### src/rtl/mini_intc_pkg.sv
// Shared constants for the mini_intc interrupt collector.
package mini_intc_pkg;
  localparam int MINI_INTC_MAX_SRC = 16;
  localparam int MISS_CNT_W = 8;
  localparam logic [MISS_CNT_W-1:0] MISS_CNT_MAX = 8'hFF;
endpackage

### src/rtl/mini_intc_prio_enc.sv
// Lowest-index-first priority encoder; idx is 0 when nothing is requested.
module mini_intc_prio_enc
  import mini_intc_pkg::*;
#(
  parameter int NUM_SRC = 4,
  parameter int ID_W = 2
) (
  input  logic [NUM_SRC-1:0] req,
  output logic               any,
  output logic [ID_W-1:0]    idx
);
  always_comb begin
    any = |req;
    idx = '0;
    for (int i = NUM_SRC - 1; i >= 0; i--) begin
      if (req[i]) idx = ID_W'(i);
    end
  end
endmodule

### src/rtl/mini_intc.sv
// Interrupt collector: sticky pending, mask, overflow, valid/ack presentation.
// Optional per-source miss counters enabled by MINI_INTC_MISS_COUNT_EN.
module mini_intc
  import mini_intc_pkg::*;
#(
  parameter int NUM_SRC = 4,
  parameter int ID_W = 2
) (
  input  logic                   clk,
  input  logic                   rst,
  input  logic [NUM_SRC-1:0]     src_pulse,
  input  logic                   mask_we,
  input  logic [NUM_SRC-1:0]     mask_wdata,
  input  logic                   ovf_clr,
  output logic                   irq_valid,
  output logic [ID_W-1:0]        irq_id,
  input  logic                   irq_ack,
  output logic [NUM_SRC-1:0]     pending,
  output logic [NUM_SRC-1:0]     mask,
  output logic [NUM_SRC-1:0]     overflow,
  output logic [8*NUM_SRC-1:0]   miss_count
);
  logic [NUM_SRC-1:0] pending_q, pending_d;
  logic [NUM_SRC-1:0] mask_q, mask_d;
  logic [NUM_SRC-1:0] overflow_q, overflow_d;
  logic [NUM_SRC-1:0] acc_vec;
  logic [NUM_SRC-1:0] ovf_ev;
  logic               accept;

  mini_intc_prio_enc #(
    .NUM_SRC (NUM_SRC),
    .ID_W    (ID_W)
  ) u_enc (
    .req (pending_q & ~mask_q),
    .any (irq_valid),
    .idx (irq_id)
  );

  assign accept = irq_valid & irq_ack;

  always_comb begin
    acc_vec = '0;
    for (int i = 0; i < NUM_SRC; i++) begin
      acc_vec[i] = accept && (irq_id == ID_W'(i));
    end
    // a pulse coinciding with its own accept re-arms rather than overflows
    ovf_ev     = src_pulse & pending_q & ~acc_vec;
    pending_d  = (pending_q & ~acc_vec) | src_pulse;
    overflow_d = ovf_clr ? ovf_ev : (overflow_q | ovf_ev);
    mask_d     = mask_we ? mask_wdata : mask_q;
  end

  always_ff @(posedge clk) begin
    if (rst) begin
      pending_q  <= '0;
      mask_q     <= '1;
      overflow_q <= '0;
    end else begin
      pending_q  <= pending_d;
      mask_q     <= mask_d;
      overflow_q <= overflow_d;
    end
  end

  assign pending  = pending_q;
  assign mask     = mask_q;
  assign overflow = overflow_q;

`ifdef MINI_INTC_MISS_COUNT_EN
  logic [MISS_CNT_W-1:0] cnt_q [NUM_SRC];
  logic [MISS_CNT_W-1:0] cnt_d [NUM_SRC];

  always_comb begin
    for (int i = 0; i < NUM_SRC; i++) begin
      cnt_d[i] = cnt_q[i];
      if (ovf_clr) begin
        cnt_d[i] = ovf_ev[i] ? MISS_CNT_W'(1) : '0;
      end else if (ovf_ev[i] && cnt_q[i] != MISS_CNT_MAX) begin
        cnt_d[i] = cnt_q[i] + MISS_CNT_W'(1);
      end
    end
  end

  always_ff @(posedge clk) begin
    for (int i = 0; i < NUM_SRC; i++) begin
      if (rst) cnt_q[i] <= '0;
      else     cnt_q[i] <= cnt_d[i];
    end
  end

  for (genvar g = 0; g < NUM_SRC; g++) begin : g_cnt
    assign miss_count[8*g +: 8] = cnt_q[g];
  end
`else
  assign miss_count = '0;
`endif
endmodule

### config.mk
export PLATFORM = sky130hd
export DESIGN_NAME = mini_intc
export DESIGN_NICKNAME = d
export VERILOG_FILES = /design/src/rtl/mini_intc_pkg.sv /design/src/rtl/mini_intc_prio_enc.sv /design/src/rtl/mini_intc.sv
export SDC_FILE = /design/constraint.sdc
export NUM_CORES = 1
export LEC_CHECK = 0
export CAP_MARGIN = 10
export CELL_PAD_IN_SITES_DETAIL_PLACEMENT = 0
export CELL_PAD_IN_SITES_GLOBAL_PLACEMENT = 2
export CORE_ASPECT_RATIO = 0.8
export CORE_MARGIN = 4
export CORE_UTILIZATION = 16
export CTS_CLUSTER_SIZE = 30
export DETAILED_ROUTE_END_ITERATION = 7
export PLACE_DENSITY = 0.76
export SYNTH_ARGS = -nofsm -noshare
export SYNTH_HDL_FRONTEND = slang
export SYNTH_SLANG_ARGS = --single-unit
### constraint.sdc
create_clock -name clk -period 1.5 [get_ports clk]
set_input_delay 0.375 -clock clk [delete_from_list [all_inputs] [get_ports clk]]
set_output_delay 0.375 -clock clk [all_outputs]
set_load 0.05 [all_outputs]
==> PnR_summary.wiki <==
{| class="wikitable"
! Metric !! Value
|-
| Distinct cell type count after synthesis || 22
|-
| Layout net count || 149
|-
| Largest net degree at the start of global routing || 13
|-
| Leakage power || 0.6078 nW
|-
| Iteration-0 DRC count of the detailed router || 24
|-
| Count of warnings emitted by yosys || 0
|-
| Top-level I/O count || 60
|-
| Setup TNS || -101.9 ps
|-
| Number of max-slew violations in the final report || 0
|-
| Power density over the cells || 887.5 nW/µm²
|-
| Launching element type of the critical path || flop
|-
| Cell-by-cell trace of the critical path || nor2b_4 > nor2_4 > nor3_4 > buf_12
|-
| Final Setup Violations || 2
|-
| Number of antenna cells inserted || 0
|-
| Max_cap viols || 0
|-
| Top achievable clock speed || 643.7 MHz
|-
| Via Count || 655
|-
| Clock root buffer master || sky130_fd_sc_hd__clkbuf_8
|-
| Dominant cell type by area after synthesis || sky130_fd_sc_hd__dfxtp_1
|-
| Most used standard cells in the synthesized netlist || sky130_fd_sc_hd__buf_4, sky130_fd_sc_hd__dfxtp_1, sky130_fd_sc_hd__nor2b_1
|-
| Number of remaining DRC errors || 0
|-
| Drt first pass iters || 2
|-
| Arr. time, crit path || 1180 ps
|-
| Worst Path Required || 1120 ps
|-
| Final setup skew || 5.664 ps
|-
| Antenna violations before repair || 0
|-
| Via count of the first global-routing pass || 599
|-
| Top_reg_cell synth || sky130_fd_sc_hd__dfxtp_1
|-
| Fraction of the yosys area taken by sequential cells || 30.87%
|-
| Violated checks || negative setup slack
|-
| Width of the die || 85.98 µm
|-
| Setup crit end kind || output pin
|-
| Area share of the largest cell type after synthesis || 30.87%
|-
| Path type of the worst setup path || flop to output pin
|-
| Buffers on Ports || 27
|-
| Worst min path class || flop to flop
|-
| Syn_area_per_cell || 8.552 µm²
|-
| Area inside the core boundary || 4652 µm²
|-
| Number of rows in the core area || 22
|-
| Unrepaired setup endpoints after global routing || yes
|-
| Final routed wire length divided by cell count || 10.80 µm
|-
| Outcome || finished with violations
|-
| Number of routed nets with antenna violations || 0
|-
| Layout overhead on the synthesized area || 77.01%
|-
| Leading cell type by number of instances after synthesis || sky130_fd_sc_hd__buf_4
|-
| Clock edge transition at the registers on the reported setup and hold paths || 50 ps
|-
| Sum of overflow across all layers after global routing || 0
|-
| Worst vdd rail ir drop || 447.7 µV
|-
| Area taken by flip-flops and latches || 265.3 µm²
|-
| Instance count along the most critical hold path || 2
|-
| Period utilization || 103.6%
|-
| Multi-input combinational cell area || 440.4 µm²
|-
| Worst-path cell with the longest stage delay || sky130_fd_sc_hd__dfxtp_4
|-
| Post-placement worst setup slack || -144.0 ps
|-
| Syn Inst Count || 91
|-
| Share of synthesized registers carrying an async set or reset || 0%
|-
| Count of flip-flops with a built-in enable after synthesis || 0
|-
| Mapped cell area || 778.2 µm²
|-
| H-tree depth reported by CTS || 1
|-
| Detail-routed via count per cell || 3.376
|-
| Detailed placement HPWL || 1677 µm
|-
| Clock Path Buffers || 2
|-
| Insertion delay to the later sink of the worst-skew pair || 240 ps
|-
| Cell Area, Placed || 1219 µm²
|-
| Number of synthesized register bits || 12
|-
| Critical Path Fanout Max || 2
|-
| Fin area || 1378 µm²
|-
| Clock tree sinks || 12
|-
| Design Power || 1.223 mW
|-
| Depth of the worst register-to-register path || 5
|-
| TritonCTS clock tree || done
|-
| Final worst setup slack || -53.40 ps
|-
| First-pass GRT wire length || 2898 µm
|-
| TritonCTS Buffers || 3
|-
| Max stage delay on crit path || 350 ps
|-
| Final Hold Violating Endpoints || 0
|-
| Synth area leaders || sky130_fd_sc_hd__dfxtp_1, sky130_fd_sc_hd__buf_4, sky130_fd_sc_hd__nor2b_1, sky130_fd_sc_hd__a211o_1, sky130_fd_sc_hd__nor2b_4
|-
| Detailed Route WL || 2096 µm
|-
| Initial core utilization || 16.73%
|-
| Combined global-route utilization of all metal layers || 6.162%
|-
| Time the final worst path needs with I/O delays and setup || 1553 ps
|-
| Routability Congestion || 0.7182
|-
| Filler cells || 481
|-
| Kind of cell adding the most delay to the critical path || simple AND/OR/NAND/NOR gates
|-
| Cell depth of the worst setup path || 4
|-
| Vert. Die Dim || 70.38 µm
|-
| Worst Path Buf+Inv || 1
|-
| Area of the die || 6051 µm²
|-
| Share of layout cells above drive strength 1 || 38.81%
|}
[power by group]
group	switching [mW]	leakage (nW)	internal (mW)
Combinational	0.365	0.485	0.205
Clock	0.112	0.0216	0.176
Sequential	0.0236	0.101	0.341
Total	0.500	0.608	0.723
[final cells by class]
| class | count | share of cell area (%) |
|---|---|---|
| multi-input cells | 72 | 31.97 |
| well taps | 60 | 5.450 |
| inverters | 5 | 1.362 |
| flip-flops and latches | 12 | 19.26 |
| repair buffers | 42 | 38.96 |
| clock buffers | 3 | 2.997 |
[stage by stage]
step | std cells | utilization [%] | hold slack (ps)
after floorplan | 122 | - | 471.3
after global placement | 181 | 26.20 | 490.9
after CTS | 188 | 28.43 | 504.6
after detailed placement | 181 | 26.20 | 495.9
after global routing | 194 | 29.61 | 511.9
final | 194 | 29.61 | 498.3
[final timing paths]
kind	startpoint	slack, ps	end
worst max-delay path	pending[2]	-50	irq_id[1]
worst min-delay path	overflow[1]	500	overflow[1]
worst max register to register	pending[0]	130	overflow[3]
worst min register to register	overflow[1]	500	overflow[1]
[layer usage]
| metal | GRT usage [%] | routed length [µm] |
|---|---|---|
| met1 | 7.153 | 835 |
| met2 | 10.27 | 1072 |
| met3 | 3.774 | 188 |
| met4 | 0 | 0 |
| met5 | 0 | 0 |
[sequential cells by signal, summed over array words and instances, names as in the netlist]
| name | count |
|---|---|
| mask | 4 |
| pending | 4 |
| overflow | 4 |
[tightest hold or removal path, stage by stage (launching register included)]
cell                      delay [ps]
sky130_fd_sc_hd__dfxtp_1         330
sky130_fd_sc_hd__nand2_1          70
sky130_fd_sc_hd__a21oi_1          50
[repair_timing]
action,in CTS,in global routing
resized for setup,10,3
pin swaps,1,3
endpoints found under the setup margin,3,3
hold buffers,0,0
buffers inserted,4,6
[cell families (layout without fill, tap and decap cells)]
group	count (synthesis)	in the layout	share of synthesized area, %
AND/OR/NAND/NOR	24	24	18.81
other	1	32	0.4819
AO/OA/AOI/OAI	16	16	15.92
buffers and inverters	38	50	33.92
flip-flops	12	12	30.87
[cell usage in the layout, fill, tap and decap left out]
| master | count |
|---|---|
| sky130_fd_sc_hd__nor2_1 | 2 |
| sky130_fd_sc_hd__dfxtp_1 | 4 |
| sky130_fd_sc_hd__a32oi_1 | 1 |
| sky130_fd_sc_hd__o22ai_1 | 1 |
| sky130_fd_sc_hd__clkdlybuf4s50_1 | 12 |
| sky130_fd_sc_hd__a21oi_2 | 1 |
| sky130_fd_sc_hd__dfxtp_4 | 6 |
| sky130_fd_sc_hd__clkbuf_8 | 3 |
| sky130_fd_sc_hd__nand2_2 | 1 |
| sky130_fd_sc_hd__dfxtp_2 | 2 |
| sky130_fd_sc_hd__nor2_2 | 1 |
| sky130_fd_sc_hd__nor3_4 | 1 |
| sky130_fd_sc_hd__nor2b_4 | 4 |
| sky130_fd_sc_hd__buf_6 | 1 |
| sky130_fd_sc_hd__nand3b_1 | 1 |
| sky130_fd_sc_hd__nand2b_1 | 4 |
| sky130_fd_sc_hd__o31ai_1 | 2 |
| sky130_fd_sc_hd__conb_1 | 32 |
| sky130_fd_sc_hd__o32ai_1 | 1 |
| sky130_fd_sc_hd__nor2b_1 | 4 |
| sky130_fd_sc_hd__a21oi_1 | 4 |
| sky130_fd_sc_hd__a211o_1 | 4 |
| sky130_fd_sc_hd__nor2_4 | 2 |
| sky130_fd_sc_hd__buf_4 | 14 |
| sky130_fd_sc_hd__nand2_1 | 2 |
| sky130_fd_sc_hd__inv_1 | 5 |
| sky130_fd_sc_hd__buf_12 | 15 |
| sky130_fd_sc_hd__o41ai_2 | 1 |
| sky130_fd_sc_hd__nor4_1 | 1 |
| sky130_fd_sc_hd__or2b_1 | 1 |
| sky130_fd_sc_hd__o311ai_0 | 1 |
Power figures use the tool's default switching activity.
